**config.mk**
```make
export PLATFORM = sky130hd
export DESIGN_NAME = path_walker
export DESIGN_NICKNAME = d
export VERILOG_FILES = /design/src/rtl/maze_pkg.sv /design/src/rtl/dir_step.sv /design/src/rtl/path_walker.sv
export SDC_FILE = /design/constraint.sdc
export NUM_CORES = 1
export LEC_CHECK = 0
export CAP_MARGIN = 20
export CORE_MARGIN = 2
export CORE_UTILIZATION = 54
export CTS_CLUSTER_DIAMETER = 100
export DETAILED_ROUTE_END_ITERATION = 10
export PLACE_DENSITY_LB_ADDON = 0.15
export SLEW_MARGIN = 5
export SYNTH_ARGS = -nofsm -noshare
export SYNTH_HDL_FRONTEND = slang
export SYNTH_SLANG_ARGS = --single-unit
```
**constraint.sdc**
```tcl
create_clock -name clk -period 5.45 [get_ports clk]
set_clock_uncertainty 0.05 [all_clocks]
set_input_delay 1.635 -clock clk [delete_from_list [all_inputs] [get_ports clk]]
set_output_delay 1.635 -clock clk [all_outputs]
set_load 0.02 [all_outputs]
```
**src/rtl/maze_pkg.sv**
```systemverilog
// Shared maze definitions: direction codes, default coordinate width and
// the walker state encoding.
package maze_pkg;

    localparam int COORD_W_DEF = 4;

    localparam logic [1:0] DIR_UP    = 2'b00;
    localparam logic [1:0] DIR_RIGHT = 2'b01;
    localparam logic [1:0] DIR_LEFT  = 2'b10;
    localparam logic [1:0] DIR_DOWN  = 2'b11;

    typedef enum logic [1:0] {
        ST_IDLE  = 2'b00,
        ST_WALK  = 2'b01,
        ST_CHECK = 2'b10,
        ST_DONE  = 2'b11
    } walk_state_e;

endpackage

```
**src/rtl/dir_step.sv**
```systemverilog
// One maze step: next (x,y) for a direction code, plus a flag when the move
// would leave the maze. On out-of-bounds the position is returned unchanged.
module dir_step
    import maze_pkg::*;
#(
    parameter int COORD_W = COORD_W_DEF
) (
    input  logic [COORD_W-1:0] x,
    input  logic [COORD_W-1:0] y,
    input  logic [1:0]         code,
    output logic [COORD_W-1:0] nx,
    output logic [COORD_W-1:0] ny,
    output logic               oob
);

    localparam logic [COORD_W-1:0] MAX_C = '1;
    localparam logic [COORD_W-1:0] ONE_C = COORD_W'(1);

    // Bounds-checked step, unsigned coordinates.
    always_comb begin
        nx  = x;
        ny  = y;
        oob = 1'b0;
        case (code)
            DIR_UP: begin
                if (y == '0) oob = 1'b1;
                else         ny  = y - ONE_C;
            end
            DIR_DOWN: begin
                if (y == MAX_C) oob = 1'b1;
                else            ny  = y + ONE_C;
            end
            DIR_LEFT: begin
                if (x == '0) oob = 1'b1;
                else         nx  = x - ONE_C;
            end
            DIR_RIGHT: begin
                if (x == MAX_C) oob = 1'b1;
                else            nx  = x + ONE_C;
            end
            default: begin
                oob = 1'b0;
            end
        endcase
    end

endmodule

```
**src/rtl/path_walker.sv**
```systemverilog
// Consumes the path-queue direction stream, walks (x,y) from the start cell,
// flags attempts to leave the maze and reports whether the goal was reached.
//
//   state    | meaning
//   ---------+-----------------------------------------------------
//   ST_IDLE  | after reset, waiting for start
//   ST_WALK  | applying accepted direction codes until stream_done
//   ST_CHECK | one cycle: compare final position against goal
//   ST_DONE  | result held until the next start
module path_walker
    import maze_pkg::*;
#(
    parameter int WIDTH   = 2,
    parameter int COORD_W = COORD_W_DEF,
    parameter int START_X = 0,
    parameter int START_Y = 0,
    parameter int GOAL_X  = 15,
    parameter int GOAL_Y  = 15,
    parameter int CNT_W   = 9,
    parameter bit INVERT  = 1'b0
) (
    input  logic               clk,
    input  logic               rst,
    input  logic               start,
    input  logic               dir_valid,
    input  logic [WIDTH-1:0]   dir_in,
    input  logic               stream_done,
    output logic [COORD_W-1:0] x_out,
    output logic [COORD_W-1:0] y_out,
    output logic               pos_valid,
    output logic [CNT_W-1:0]   step_count,
    output logic               busy,
    output logic               done,
    output logic               reached_goal,
    output logic               err_bounds
);

    localparam logic [COORD_W-1:0] START_XC = COORD_W'(START_X);
    localparam logic [COORD_W-1:0] START_YC = COORD_W'(START_Y);
    localparam logic [COORD_W-1:0] GOAL_XC  = COORD_W'(GOAL_X);
    localparam logic [COORD_W-1:0] GOAL_YC  = COORD_W'(GOAL_Y);
    localparam logic [CNT_W-1:0]   CNT_MAX  = '1;

    walk_state_e        state_q, state_d;
    logic [COORD_W-1:0] x_q, x_d, y_q, y_d;
    logic [CNT_W-1:0]   cnt_q, cnt_d;
    logic               err_q, err_d;
    logic               goal_q, goal_d;
    logic               pos_valid_q, pos_valid_d;
    logic               done_q, done_d;

    logic [WIDTH-1:0]   code;
    logic [COORD_W-1:0] step_x, step_y;
    logic               step_oob;

    // Reversed paths are walked by flipping every code bit (up<->down, left<->right).
    assign code = INVERT ? ~dir_in : dir_in;

    dir_step #(.COORD_W(COORD_W)) u_dir_step (
        .x    (x_q),
        .y    (y_q),
        .code (code[1:0]),
        .nx   (step_x),
        .ny   (step_y),
        .oob  (step_oob)
    );

    // Next-state and register updates for the walk FSM.
    always_comb begin
        state_d     = state_q;
        x_d         = x_q;
        y_d         = y_q;
        cnt_d       = cnt_q;
        err_d       = err_q;
        goal_d      = goal_q;
        pos_valid_d = 1'b0;
        done_d      = 1'b0;
        case (state_q)
            ST_IDLE, ST_DONE: begin
                if (start) begin
                    x_d     = START_XC;
                    y_d     = START_YC;
                    cnt_d   = '0;
                    err_d   = 1'b0;
                    goal_d  = 1'b0;
                    state_d = ST_WALK;
                end
            end
            ST_WALK: begin
                if (dir_valid) begin
                    // An illegal move is still counted; only the position holds.
                    if (step_oob) begin
                        err_d = 1'b1;
                    end else begin
                        x_d = step_x;
                        y_d = step_y;
                    end
                    if (cnt_q != CNT_MAX) cnt_d = cnt_q + CNT_W'(1);
                    pos_valid_d = 1'b1;
                end
                if (stream_done) state_d = ST_CHECK;
            end
            ST_CHECK: begin
                goal_d  = (x_q == GOAL_XC) && (y_q == GOAL_YC) && !err_q;
                done_d  = 1'b1;
                state_d = ST_DONE;
            end
            default: begin
                state_d = ST_IDLE;
            end
        endcase
    end

    // State and datapath registers, cleared asynchronously.
    always_ff @(posedge clk or negedge rst) begin
        if (!rst) begin
            state_q     <= ST_IDLE;
            x_q         <= START_XC;
            y_q         <= START_YC;
            cnt_q       <= '0;
            err_q       <= 1'b0;
            goal_q      <= 1'b0;
            pos_valid_q <= 1'b0;
            done_q      <= 1'b0;
        end else begin
            state_q     <= state_d;
            x_q         <= x_d;
            y_q         <= y_d;
            cnt_q       <= cnt_d;
            err_q       <= err_d;
            goal_q      <= goal_d;
            pos_valid_q <= pos_valid_d;
            done_q      <= done_d;
        end
    end

    assign x_out        = x_q;
    assign y_out        = y_q;
    assign step_count   = cnt_q;
    assign err_bounds   = err_q;
    assign reached_goal = goal_q;
    assign pos_valid    = pos_valid_q;
    assign done         = done_q;
    assign busy         = (state_q == ST_WALK) || (state_q == ST_CHECK);

endmodule

```
# Word level (Yosys, flattened, before mapping)
# Cells that the tools add are included.
dict set report classes {
  mux 33
  reduce_logical 17
  eq_ne 21
  n_addsub 5
}
# op count
set ops {}
lappend ops {{$mux W4} 9}
lappend ops {{$pmux W4 S2} 4}
lappend ops {{$mux W9} 3}
lappend ops {{$pmux W9 S2} 1}
lappend ops {{$reduce_and A7 Y1} 2}
lappend ops {{$ne A2 B2 Y1 const B} 6}
lappend ops {{$ne A3 B3 Y1 const B} 4}
lappend ops {{$mux W1} 10}
lappend ops {{$add A9 B1 Y9 const B} 1}
lappend ops {{$ne A9 B9 Y1 const B} 1}
lappend ops {{$add A4 B1 Y4 const B} 2}
lappend ops {{$eq A2 B2 Y1 const B} 4}
lappend ops {{$eq A4 B4 Y1 const B} 2}
lappend ops {{$logic_not A4 Y1} 2}
lappend ops {{$reduce_and A4 Y1} 2}
lappend ops {{$sub A4 B1 Y4 const B} 2}
lappend ops {{$ne A3 B1 Y1 const B} 2}
lappend ops {{$pmux W2 S3} 1}
lappend ops {{$eq A2 B1 Y1 const B} 2}
lappend ops {{$logic_not A2 Y1} 2}
lappend ops {{$mux W2} 2}
lappend ops {{$pmux W1 S2} 2}
lappend ops {{$pmux W1 S4} 1}
lappend ops {{$reduce_and A2 Y1} 2}
lappend ops {{other kinds (5)} 7}
dict set report word_totals {
  out_inout_bits 22
  regBits 23
  in_bits 7
  elab_cells 84
}

# Longest topological paths before layout
dict set report logic_depth {
  depth_word 6
  depth_mapped 9
  mapped_depth_nobuf 8
}

# Cells and area by module
# From an unflattened synthesis, not the netlist that was laid out.
dict set report hier_totals {
  hier_cells 182
  area_unflattened_um2 1681.6
}
# module cells_each instances area_each_um2
set by_module_without_submodules {}
lappend by_module_without_submodules {path_walker 102 1 1091.0}
lappend by_module_without_submodules {dir_step 80 1 590.6}

# Least setup slack after synthesis
# No wires, ideal clock.
dict set report synth_timing {
  path_kind {input-to-reg}
  startpoint {input port dir_in[1]}
  endpoint {register x_q[3] (netlist: x_out[3])}
  n_path_buf 0
  required_ps 5313
  path_stages 6
  arrival_ps 2875
  path_slack_ps 2438
  path_cell_list {nand2b_1 > ha_1 > a21oi_1 > a211oi_1 > a311o_1 > o211ai_1}
}
dict set report synth_between {
  elab_chain_cells 5
  word_cells_on_any_way 14
}
# element line_no
set synth_rtl {}
lappend synth_rtl {{start, declared} path_walker.sv:26} ;# input logic [WIDTH-1:0] dir_in,
lappend synth_rtl {{$eq A2 B1 Y1 or $eq A2 B2 Y1 (tied branches)} dir_step.sv:24} ;# case (code)
lappend synth_rtl {{$pmux W4 S2} dir_step.sv:24}
lappend synth_rtl {{$mux W4} path_walker.sv:92} ;# if (step_oob) begin
lappend synth_rtl {{$mux W4} path_walker.sv:90} ;# if (dir_valid) begin
lappend synth_rtl {{$pmux W4 S2} path_walker.sv:78} ;# case (state_q)
lappend synth_rtl {{end signal, assigned} path_walker.sv:118} ;# x_q <= START_XC;
lappend synth_rtl {{end signal, assigned} path_walker.sv:127} ;# x_q <= x_d;
lappend synth_rtl {{end, declared} path_walker.sv:45} ;# logic [COORD_W-1:0] x_q, x_d, y_q, y_d;
# Several ways; a longest one is shown, not always the timed one. The select of a mux whose other input is x is not followed.
# A chain may end at the register's enable or synchronous reset.

# Worst setup path after layout
dict set report layout_timing {
  startpoint {register state_q[0]}
  endpoint {output port busy}
}
dict set report layout_between {
  elab_chain_cells 2
  word_cells_on_any_way 3
}
# element line_no
set layout_rtl {}
lappend layout_rtl {{start, declared} path_walker.sv:44} ;# walk_state_e state_q, state_d;
lappend layout_rtl {{start signal, assigned} path_walker.sv:126} ;# state_q <= state_d;
lappend layout_rtl {{$eq A2 B1 Y1 or $eq A2 B2 Y1 (tied branches)} path_walker.sv:144} ;# assign busy = (state_q == ST_WALK) || (state_q == ST_CHECK);
lappend layout_rtl {{$logic_or A1 B1 Y1 (*)} path_walker.sv:144}
lappend layout_rtl {{end, declared} path_walker.sv:32} ;# output logic busy,
# Mark *: on every way between the ends. The rest lies on a longest branch, timed or not.

==> qor.txt <==
Sequential cell area - 575.6 sq um
met2 WL post-DR - 1.448 mm
input/output buffers - 28
Die W - 55.06 um
R2R depth - 6
GP Congestion - 0.8999
Worst setup SP type - flop
fillcell total - 207
Top Metal Used - met4
R2R Path Start - state_q[1]
worst setup path class - flop to primary output
status - finished, final reports clean
crit path DAT - 1.83 ns
CP Cell Sequence - inv_1 > ha_1 > inv_1 > clkdlybuf4s50_1
fin crit period - 3.513 ns
DR WL/cell - 14.49 um
die area - 3031 sq um
worst path required time - 3.76 ns
Diodes inserted - 0
hold crit path type - flop to flop
max_slew headroom - 54.71%
final-stage net count - 198
area grow syn2layout - 23.91%
Hold Path Stages - 2
final worst slack - 1.937 ns
Max Cap Violations - 0
H-tree Lvls - 1
GR Overflow Total - 0
Pins Over Slew Limit - 0
Remaining DRCs - 0
DIE HEIGHT - 55.06 um
final wirelength - 3.042 mm
fmax - 0.2847 GHz
Mapped Nets - 167
crit-path max FO - 5
M1 wire length - 1.412 mm
HP Start - reached_goal
share of layout cells above drive strength 1 - 3.889%
cts repair resizes - 0
starting density of the core - 56.82%
area of the multi-input gates - 779.5 sq um
crit-path max cell delay - 0.61 ns
CTS Hold Bufs - 0
worst slack, placed - 1.782 ns
largest net degree at the start of global routing - 24
Num Clock Sinks - 23
final setup fails - 0
met3 WL - 141 um
most common cell after layout, fill and taps aside - clkdlybuf4s50_1
all-layer global routing usage - 22.58%
CTS tree - built
Antenna Nets Post-Route - 0
Most Frequent Cell on Critical Path - inv_1
Synth Cell Area - 1408 sq um
RSZ-0062 raised after global routing - false
DR pass1 iterations - 4
Least-Margin Pin Slew - 0.6794 ns
initial antenna violation count - 0
reg2reg end - step_count[7]
post-synthesis sequential area ratio - 40.89%
dpl hpwl - 2.265 mm
Avg Cell Area, Syn - 9.384 sq um
flip-flop and latch count after synthesis - 23
postcts setup bufs - 0
leak pwr - 0.0007466 uW
cell area power density - 458.3 nW/um^2
Clock Latency Late Sink - 0.31 ns
Final Hold Viols - 0
Worst-path clk slew - 0.13 ns
first-pass GRT wire length - 4.954 mm
Gate Count Post-Synth - 150
R2R setup slack - 3.00 ns
Via density - 5.871
Rows - 18
IO Pins - 29
Max Buffers Root-to-Sink - 2
initial detailed-routing violation count - 24
CP max-delay cell - clkdlybuf4s50_1
most frequent cells in the layout - clkdlybuf4s50_1 (28), dfrtp_1 (23), nand2_1 (21)
core area - 2477 sq um
Root Driver - clkbuf_4
YS warnings - 0
number of global-route vias before repair - 1166
Final TNS setup - 0 ns
CTS buffer count - 3
Tcrit/Tclk final - 64.46%
maximum VDD drop - 0.3540 mV
critical path endpoint category - primary output
via count - 1233
worst hold endpoint - reached_goal
post-synth cell types - 36
how the worst max path moves through the flow:
stage | startpoint | endpoint | slack, ns | cells past startpoint
after floorplan | dir_in[1] | x_out[3] | 2.44 | 6
after global placement | dir_in[1] | x_out[3] | 1.88 | 7
after detailed placement | dir_in[1] | x_out[3] | 1.78 | 7
after CTS | state_q[0] | busy | 1.93 | 4
after global routing | state_q[0] | busy | 1.82 | 4
final | state_q[0] | busy | 1.94 | 4
cell families after synthesis:
group | share of synthesized area (%)
flops | 40.89
fa+ha+maj | 9.956
mux | 5.244
compound gates | 15.82
xor+xnor | 3.111
simple gates | 21.25
buf+inv | 3.733
cell usage after synthesis:
master / number / area share (%)
nand4b_1: 1 / 0.62
nor2b_1: 2 / 0.89
nand2b_1: 4 / 1.8
nand2_1: 21 / 5.6
a21oi_1: 6 / 2.1
inv_1: 9 / 2.4
or4_1: 2 / 1.1
a31oi_1: 2 / 0.89
and2_1: 1 / 0.44
o41ai_1: 2 / 1.2
a211oi_1: 5 / 2.7
and3_1: 1 / 0.44
a311o_1: 2 / 1.4
o31ai_1: 2 / 1.1
or3_1: 4 / 1.8
nor4_1: 2 / 0.89
ha_1: 8 / 7.1
o211ai_1: 2 / 1.1
buf_6: 1 / 0.80
fa_1: 2 / 2.8
dfrtp_1: 23 / 41
o211a_1: 1 / 0.71
nor3b_1: 1 / 0.53
xnor2_1: 4 / 2.5
and4_1: 2 / 1.2
nand4_1: 1 / 0.44
nor2_1: 8 / 2.1
or2b_1: 1 / 0.53
a21o_1: 2 / 1.1
clkbuf_1: 2 / 0.53
mux2i_1: 4 / 2.8
nor3_1: 2 / 0.71
o21ai_0: 10 / 3.6
nand3_1: 6 / 2.1
xor2_1: 1 / 0.62
mux2_2: 3 / 2.4
worst max-delay path, delay by kind of cell (launching register included):
family / cells / cell delay, ns
adder cells (fa/ha/maj): 1 / 0.34
flip-flops: 1 / 0.40
buffers and inverters: 3 / 0.78
registers in the layout (all words and copies together) (netlist names):
register and flops:
state_q 2, err_bounds 1, x_out 4, step_count 9, done 1, y_out 4, pos_valid 1, reached_goal 1
stage by stage:
stage | std cells | area, sq um | total power [uW] | hold WS, ns | util, %
global route | 210 | 1744 | 862.3 | 0.5320 | 70.40
floorplan | 150 | 1408 | 574.2 | 0.4236 | -
global placement | 205 | 1707 | 704.8 | 0.4448 | 68.89
finish | 210 | 1744 | 799.3 | 0.4819 | 70.40
detailed placement | 205 | 1707 | 721.1 | 0.4597 | 68.89
CTS | 209 | 1733 | 800.6 | 0.4888 | 69.95
area by class of cell:
type	count	area share, %
multi-input combinational	115	44.69
sequential	23	33.00
inverter	9	1.937
clock buffer	4	1.506
tap	30	2.152
timing repair buffer	29	16.71
metal layers:
layer  vias to the layer above  global-route usage (%)
li1                        605                       -
met1                       589                   28.50
met2                        34                   39.29
met3                         5                   2.419
met4                         0                   8.943
met5                         -                       0
where the power goes:
group | switching, uW | total, uW | internal [uW]
registers | 49.1 | 263 | 214
clock network | 52.6 | 81.2 | 28.6
logic | 257 | 455 | 199
No activity file was read; power rests on OpenSTA's default activity.
